===== src/rtl/mul24_pkg.sv =====
// ============================================================================
// Module : mul24_pkg
// Brief  : Shared types and sizing constants for the mul24_seq multiplier.
// Rev    : 1.0  initial release
// ============================================================================
`default_nettype none

package mul24_pkg;

  localparam int C_WIDTH          = 24;
  localparam int C_BITS_PER_CYCLE = 1;
  localparam int C_N              = C_WIDTH / C_BITS_PER_CYCLE;
  localparam int C_CNT_W          = $clog2(C_N + 1);

  typedef enum logic [0:0] {
    IDLE = 1'b0,
    BUSY = 1'b1
  } state_t;

  // Iteration counter width for an arbitrary WIDTH / BITS_PER_CYCLE pair.
  function automatic int cnt_width(input int width, input int bpc);
    return $clog2(width / bpc + 1);
  endfunction

endpackage

`default_nettype wire


===== src/rtl/mul24_seq_if.sv =====
// ============================================================================
// Module : mul24_seq_if
// Brief  : Start/ready handshake and operand/product bus of mul24_seq.
// Rev    : 1.0  initial release
// ============================================================================
`default_nettype none

interface mul24_seq_if
  import mul24_pkg::*;
#(
  parameter int WIDTH = C_WIDTH
);

  logic                 start;
  logic [WIDTH-1:0]     input0;
  logic [WIDTH-1:0]     input1;
  logic                 ready;
  logic [2*WIDTH-1:0]   output0;

  modport master (
    output start,
    output input0,
    output input1,
    input  ready,
    input  output0
  );

  modport slave (
    input  start,
    input  input0,
    input  input1,
    output ready,
    output output0
  );

endinterface

`default_nettype wire


===== src/rtl/mul24_step.sv =====
// ============================================================================
// Module : mul24_step
// Brief  : One shift-add iteration: acc + (mcand * digit) << (cnt * BPC).
// Rev    : 1.0  initial release
// ============================================================================
`default_nettype none

module mul24_step
  import mul24_pkg::*;
#(
  parameter int WIDTH          = C_WIDTH,
  parameter int BITS_PER_CYCLE = C_BITS_PER_CYCLE,
  parameter int CNT_W          = cnt_width(WIDTH, BITS_PER_CYCLE)
) (
  input  wire logic [2*WIDTH-1:0]        i_acc,
  input  wire logic [WIDTH-1:0]          i_mcand,
  input  wire logic [BITS_PER_CYCLE-1:0] i_digit,
  input  wire logic [CNT_W-1:0]          i_cnt,
  output logic      [2*WIDTH-1:0]        o_acc_next
);

  // Three extra bits cover the product of the counter with BITS_PER_CYCLE <= 4.
  localparam int C_SH_W = CNT_W + 3;

  logic [2*WIDTH-1:0] w_pp;
  logic [C_SH_W-1:0]  w_sh;

  always_comb begin
    w_pp       = {{WIDTH{1'b0}}, i_mcand} * {{(2*WIDTH-BITS_PER_CYCLE){1'b0}}, i_digit};
    w_sh       = C_SH_W'(i_cnt) * C_SH_W'(BITS_PER_CYCLE);
    o_acc_next = i_acc + (w_pp << w_sh);
  end

endmodule

`default_nettype wire


===== src/rtl/mul24_seq.sv =====
// ============================================================================
// Module : mul24_seq
// Brief  : Sequential unsigned WIDTH x WIDTH shift-add multiplier, start/ready.
//          Optional MUL24_EARLY_TERM_EN: finish once remaining multiplier is 0.
// Rev    : 1.0  initial release
// ============================================================================
`default_nettype none

module mul24_seq
  import mul24_pkg::*;
#(
  parameter int WIDTH          = C_WIDTH,
  parameter int BITS_PER_CYCLE = C_BITS_PER_CYCLE
) (
  input wire logic   clk,
  input wire logic   rst_n,
  mul24_seq_if.slave bus
);

  localparam int                 C_NITER = WIDTH / BITS_PER_CYCLE;
  localparam int                 C_CW    = cnt_width(WIDTH, BITS_PER_CYCLE);
  localparam logic [C_CW-1:0]    C_LAST  = C_CW'(C_NITER - 1);

  state_t             r_state;
  state_t             w_state_nxt;
  logic [WIDTH-1:0]   r_mcand;
  logic [WIDTH-1:0]   r_mplier;
  logic [2*WIDTH-1:0] r_acc;
  logic [2*WIDTH-1:0] w_acc_nxt;
  logic [2*WIDTH-1:0] r_out;
  logic [C_CW-1:0]    r_cnt;
  logic               r_ready;
  logic               w_load;
  logic               w_step;
  logic               w_done;

  mul24_step #(
    .WIDTH          (WIDTH),
    .BITS_PER_CYCLE (BITS_PER_CYCLE),
    .CNT_W          (C_CW)
  ) u_step (
    .i_acc      (r_acc),
    .i_mcand    (r_mcand),
    .i_digit    (r_mplier[BITS_PER_CYCLE-1:0]),
    .i_cnt      (r_cnt),
    .o_acc_next (w_acc_nxt)
  );

  always_ff @(posedge clk or negedge rst_n) begin
    if (!rst_n) r_state <= IDLE;
    else        r_state <= w_state_nxt;
  end

  always_comb begin
    w_state_nxt = r_state;
    case (r_state)
      IDLE:    if (bus.start) w_state_nxt = BUSY;
      BUSY:    if (w_done)    w_state_nxt = IDLE;
      default: w_state_nxt = IDLE;
    endcase
  end

`ifdef MUL24_EARLY_TERM_EN
  logic w_rest_zero;
  assign w_rest_zero = ((r_mplier >> BITS_PER_CYCLE) == '0);
`endif

  always_comb begin
    w_load = 1'b0;
    w_step = 1'b0;
    w_done = 1'b0;
    case (r_state)
      IDLE: w_load = bus.start;
      BUSY: begin
        w_step = 1'b1;
`ifdef MUL24_EARLY_TERM_EN
        w_done = (r_cnt == C_LAST) || w_rest_zero;
`else
        w_done = (r_cnt == C_LAST);
`endif
      end
      default: ;
    endcase
  end

  // The product register only moves on completion, so partial sums never leak out.
  always_ff @(posedge clk or negedge rst_n) begin
    if (!rst_n) begin
      r_mcand  <= '0;
      r_mplier <= '0;
      r_acc    <= '0;
      r_cnt    <= '0;
      r_out    <= '0;
      r_ready  <= 1'b0;
    end else begin
      r_ready <= w_done;
      if (w_load) begin
        r_mcand  <= bus.input0;
        r_mplier <= bus.input1;
        r_acc    <= '0;
        r_cnt    <= '0;
      end else if (w_step) begin
        r_acc    <= w_acc_nxt;
        r_mplier <= r_mplier >> BITS_PER_CYCLE;
        r_cnt    <= r_cnt + 1'b1;
      end
      if (w_done) r_out <= w_acc_nxt;
    end
  end

  assign bus.ready   = r_ready;
  assign bus.output0 = r_out;

endmodule

`default_nettype wire


===== src/flat_wrapper.sv =====
// flat-port wrapper written by rule: the top's interface ports become plain ports
module mul24_seq_flat import mul24_pkg::*;
#(
  parameter int WIDTH          = C_WIDTH,
  parameter int BITS_PER_CYCLE = C_BITS_PER_CYCLE
)
  (clk, rst_n, bus_start, bus_input0, bus_input1, bus_ready, bus_output0);
  mul24_seq_if #(.WIDTH(WIDTH)) bus_i ();
  input wire logic clk;
  input wire logic rst_n;
  input wire logic [$bits(bus_i.start)-1:0] bus_start;
  input wire logic [$bits(bus_i.input0)-1:0] bus_input0;
  input wire logic [$bits(bus_i.input1)-1:0] bus_input1;
  output wire logic [$bits(bus_i.ready)-1:0] bus_ready;
  output wire logic [$bits(bus_i.output0)-1:0] bus_output0;
  assign bus_i.start = bus_start;
  assign bus_i.input0 = bus_input0;
  assign bus_i.input1 = bus_input1;
  assign bus_ready = bus_i.ready;
  assign bus_output0 = bus_i.output0;
  mul24_seq #(.WIDTH(WIDTH), .BITS_PER_CYCLE(BITS_PER_CYCLE)) u_core (.clk(clk), .rst_n(rst_n), .bus(bus_i));
endmodule

===== config.mk =====
export PLATFORM = sky130hd
export DESIGN_NAME = mul24_seq_flat
export DESIGN_NICKNAME = d
export VERILOG_FILES = /design/src/rtl/mul24_pkg.sv /design/src/rtl/mul24_seq_if.sv /design/src/rtl/mul24_step.sv /design/src/rtl/mul24_seq.sv /design/src/flat_wrapper.sv
export SDC_FILE = /design/constraint.sdc
export NUM_CORES = 1
export LEC_CHECK = 0
export CAP_MARGIN = 15
export CORE_MARGIN = 1
export CORE_UTILIZATION = 43
export CTS_CLUSTER_SIZE = 16
export DETAILED_ROUTE_END_ITERATION = 6
export PLACE_DENSITY_LB_ADDON = 0.2
export SYNTH_ARGS = -nofsm -noshare
export SYNTH_HDL_FRONTEND = slang
export SYNTH_SLANG_ARGS = --single-unit

===== constraint.sdc =====
create_clock -name clk -period 11.8 [get_ports clk]
set_input_delay 2.36 -clock clk [delete_from_list [all_inputs] [get_ports clk]]
set_output_delay 2.36 -clock clk [all_outputs]
set_load 0.01 [all_outputs]

Yosys cells after proc, flatten, opt, wreduce, memory -nomap -nowiden --
Cells that the tools add are included.
Word-level totals: flip-flop bits (word level) 151, input port bits 51, output and inout bits 49, word-level logic and storage cells 26
Cells by class: $add $sub $neg 2, multiply operators 1, equal/unequal tests 1, shifts and indexed selects 1, multiplexer cells 12, bitwise logic cells 1, reductions and logical operators 1
Operator list (count):
- $mux 48 | 2
- $add 48x48->48 | 1
- $mux 24 | 2
- $shl 25x5->48 | 1
- $mul 24x1->25 | 1
- $mux 5 | 2
- $add 5x1->5 const B | 1
- $eq 5x5->1 const B | 1
- $mux 1 | 5
- $pmux 1 s2 | 1
- $reduce_bool 2->1 | 1
- $not 1->1 | 1

Longest topological paths before layout --
depth after elaboration 5, gate-level depth with buffers 22, gate-level depth less buffers 19

Modules after synthesis --
Synthesis repeated with hierarchy kept, for this count alone.
Second synthesis, totals: cells, all modules 1049, area total of the unflattened synthesis 10121.0 µm²
Modules (own cells, without submodules):
- mul24_seq | instances 1, cells each 387, area an instance 5794.3 µm², sequential area each 3778.6 µm²
- mul24_step | instances 1, cells each 662, area an instance 4326.6 µm², sequential area each 0.0 µm²

Least setup slack after synthesis --
Ideal clock, no wire load.
path type register to register, start point reg u_core.r_cnt[0], end point reg u_core.r_out[44] (netlist: u_core.bus.output0[44]), setup time 0.125 ns, arrival time 3.920 ns, required time 11.675 ns, path slack 7.755 ns, cell stages (with the launch flop) 19, path buffers 3, period minus slack after synthesis 4.045 ns, path through dfrtp_1 -> buf_2 -> buf_2 -> mux2_2 -> o21ai_0 -> o21ai_0 -> a31o_2 -> nand2_1 -> o21ai_0 -> ha_1 -> clkbuf_1 -> nand4_1 -> or4_1 -> a21oi_1 -> o21a_1 -> nor2_1 -> o31a_1 -> xnor2_1 -> mux2_2
Between the ends: longest elaborated chain between the ends 2, elaborated cells between the ends (all ways) 4, classes of those cells add/sub: 1; eq/ne: 1; shift: 1; mux: 1
Ends and longest elaborated chain:
- start: declaration | line mul24_seq.sv:31 | logic [C_CW-1:0] r_cnt;
- start signal: assignment | line mul24_seq.sv:105 | r_cnt <= r_cnt + 1'b1;
- $shl 25x5->48 or $eq 5x5->1 (tied branches) | line mul24_step.sv:31, mul24_seq.sv:79
- $add 48x48->48 or $mux 1 (tied branches) | line mul24_step.sv:31, mul24_seq.sv:72
- end signal: assignment | line mul24_seq.sv:107 | if (w_done) r_out <= w_acc_nxt;
- end: declaration | line mul24_seq.sv:30 | logic [2*WIDTH-1:0] r_out;
Several ways; a longest one is shown, not always the timed one. A chain may end at the register's enable or synchronous reset.

Final worst setup path --
start point reg u_core.r_cnt[2], end point reg u_core.r_out[40] (netlist: u_core.bus.output0[40])
The elaborated chain is that of the path after synthesis.

==> impl_metrics.tcl <==
set metrics [dict create \
    status "finished, final reports clean" \
    cts_tree "done" \
    vias_per_cell 5.75 \
    portBuffers 99 \
    rsz0062_at_grt "no" \
    worst_slew_pin_slew_ns 1.11 \
    p_int_uw 1980 \
    fp.dieW_um 154 \
    p_sw_uw 1640 \
    syn_area_per_cell_um2 9.23 \
    clk_pin_slew_ns 0.07 \
    comb_power_share 0.580 \
    cts_sinks 151 \
    wl_per_cell_um 18.2 \
    path_max_fanout 37 \
    timing_hold_violations_final 0 \
    hold_path.class "reg -> reg" \
    root_buffer "clkbuf_16" \
    regArea_mm2 0.00378 \
    antenna_found_initial 0 \
    cts-resized-gates 0 \
    syn-cell-area_mm2 0.00991 \
    drv_slew 0 \
    yosysSeqAreaShare 0.381 \
    synthCells 1074 \
    grt_start_max_net_pins 106 \
    grt_use_met1 0.322 \
    dp.cells 1394 \
    drv.max_cap_violation_count 0 \
    skew_ns 0.0114 \
    final_common_cell "dfrtp_1" \
    ant_nets 0 \
    p_leak_uw 0.00527 \
    whs_ns 0.480 \
    cts_hold_buf 0 \
    synth.distinct_cells 67 \
    dieArea_mm2 0.0237 \
    die_h_um 154 \
    met2_usage 0.356 \
    grt_pass1_wl_um 42500 \
    start_util 0.438 \
    worstSetupStartpointType "flip-flop" \
    ios 100 \
    slew_headroom 0.259 \
    layout-drive-gt1-share 0.124 \
    cts_buffer_depth 2 \
    htreeDepth 4 \
    final_cells 1429 \
    grt-ovfl-total 0 \
    antenna_cells 0 \
    powerDensity_mw_per_mm2 309 \
    fin_crit_ns 5.35 \
    dr.first_iter.drc_count 594 \
    cts_setup_buffers 0 \
    setup_tns_ns 0 \
    synth_ff_type "dfrtp_1" \
    final_nets 1232 \
    fin_crit_sh 0.453 \
    multi_input_area_mm2 0.00580 \
    yosys_warnings 0 \
    switching_share 0.453 \
    use_met3 0.0443 \
    gp_congestion 0.931 \
    cp.required_ns 12.11 \
    grt.busiest_layer "met2" \
    async_reset_ff_frac 1.00 \
    cp-end-kind "flip-flop" \
    core_area_mm2 0.0226 \
    n_fill_cell 2099 \
    synth_fp_nets 1175 \
    route.vias.total 8223 \
    critical_path_arrival_ns 5.66 \
    numCtsBuffers 17 \
    drc 0 \
    wl_um 26000 \
    clk_latency_ns 0.43 \
    hpwl_um 18700 \
    firstDrtPassIters 5 \
    mostFrequentLayoutCells "dfrtp_1, nand2_1, clkdlybuf4s50_1" \
    peakVddDrop_mv 0.119 \
    finalSetupViolCount 0 \
    power_uw 3620 \
    synth_edf_count 0 \
    p_clk_frac 0.152 \
    fmax_ghz 0.187 \
    startpoint "u_core.r_cnt[2]" \
    hold_start "u_core.r_mplier[1]" \
    grt_pass1_vias 7865 \
    grt_usage 0.229 \
    path_class "reg -> reg" \
    ys_ff_latch 151 \
    area_growth_pct 18.0 \
    seqPwrFrac 0.269 \
    r2r_start "u_core.r_cnt[2]" \
    rows 55 \
]
[through the flow]
stage	utilization	area, um^2	setup slack [ns]
finish	0.516	11700	6.45
global route	0.516	11700	6.10
CTS	0.514	11600	6.39
detailed placement	0.488	11000	6.40
global placement	0.488	11000	6.44
floorplan	-	9910	7.76
[synthesized netlist by cell type (all sizes together) (4+ instances only)]
library cell / number / area [um^2]
a21o: 17 / 128
buf: 14 / 60.1
mux2: 82 / 927
nand3: 30 / 150
dfrtp: 151 / 3780
a211oi: 4 / 30.0
mux2i: 52 / 521
and2: 7 / 43.8
and3: 5 / 31.3
nor2b: 7 / 43.8
xnor2: 28 / 245
o211ai: 6 / 45.0
o31ai: 9 / 67.6
ha: 49 / 613
nand2: 140 / 528
nand2b: 4 / 25.0
nor3: 8 / 40.0
clkbuf: 56 / 211
a21oi: 62 / 322
a22o: 46 / 403
o22ai: 11 / 68.8
nor2: 74 / 278
nand4: 12 / 75.1
inv: 18 / 67.6
o21ai: 89 / 449
a31oi: 16 / 106
o21bai: 7 / 52.6
xor2: 17 / 149
o21a: 12 / 90.1
[kinds of logic after synthesis]
| family | count (synthesis) | synth area share |
|---|---|---|
| AO/OA/AOI/OAI | 305 | 0.202 |
| AND/OR/NAND/NOR | 300 | 0.132 |
| flip-flops | 151 | 0.381 |
| multiplexers | 134 | 0.146 |
| buffers and inverters | 89 | 0.0346 |
| adder cells (fa/ha/maj) | 50 | 0.0639 |
| XOR/XNOR | 45 | 0.0398 |
[sequential cells by signal, indices dropped and copies added, names as in the netlist]
name / count
u_core.bus.output0: 48
u_core.r_acc: 48
u_core.r_mcand: 24
u_core.r_mplier: 24
u_core.r_cnt: 5
u_core.bus.ready: 1
u_core.r_state: 1
[layer usage]
layer,vias to the layer above,share of wire
li1,4036,-
met3,25,0.050
met1,3938,0.48
met2,224,0.45
met5,-,0
met4,0,0.017
[worst max-delay path, stage by stage (launching register included)]
cell and delay, ns:
dfrtp_1 1.01, inv_1 0.57, o21ai_0 0.47, nor2_1 0.08
a31o_2 0.24, nand2_1 0.07, o21ai_0 0.23, ha_1 0.49
nand4_1 0.24, or4_1 0.51, a21oi_1 0.24, nor2_1 0.14
o21ai_1 0.35, a21oi_1 0.14, xnor2_1 0.17, mux2_2 0.27
[final cells by class]
| cell class | count | share of cell area |
|---|---|---|
| inverters | 19 | 0.00610 |
| multi-input cells | 834 | 0.496 |
| flip-flops and latches | 151 | 0.323 |
| well taps | 285 | 0.0305 |
| repair buffers | 108 | 0.0932 |
| clock inverters | 14 | 0.0133 |
| clock buffers | 18 | 0.0376 |
[worst paths after layout]
path                                          end  slack, ns  cells past startpoint
max in group asynchronous        u_core.r_acc[18]       8.57                      2
min                            u_core.r_mplier[0]       0.48                      2
min in group asynchronous      u_core.r_mcand[19]       2.01                      1
max reg2reg                u_core.bus.output0[40]       6.45                     15
max                        u_core.bus.output0[40]       6.45                     15
min reg2reg                    u_core.r_mplier[0]       0.48                      2
[power by group through the flow]
stage / combinational (uW) / sequential (uW) / clock, uW
after detailed placement: 2040 / 993 / 0
after global routing: 2320 / 1010 / 583
after CTS: 2060 / 988 / 565
after floorplan: 1520 / 914 / 0
final: 2100 / 972 / 548
after global placement: 2040 / 990 / 0
Note: power is estimated with default switching activity, not from simulation.
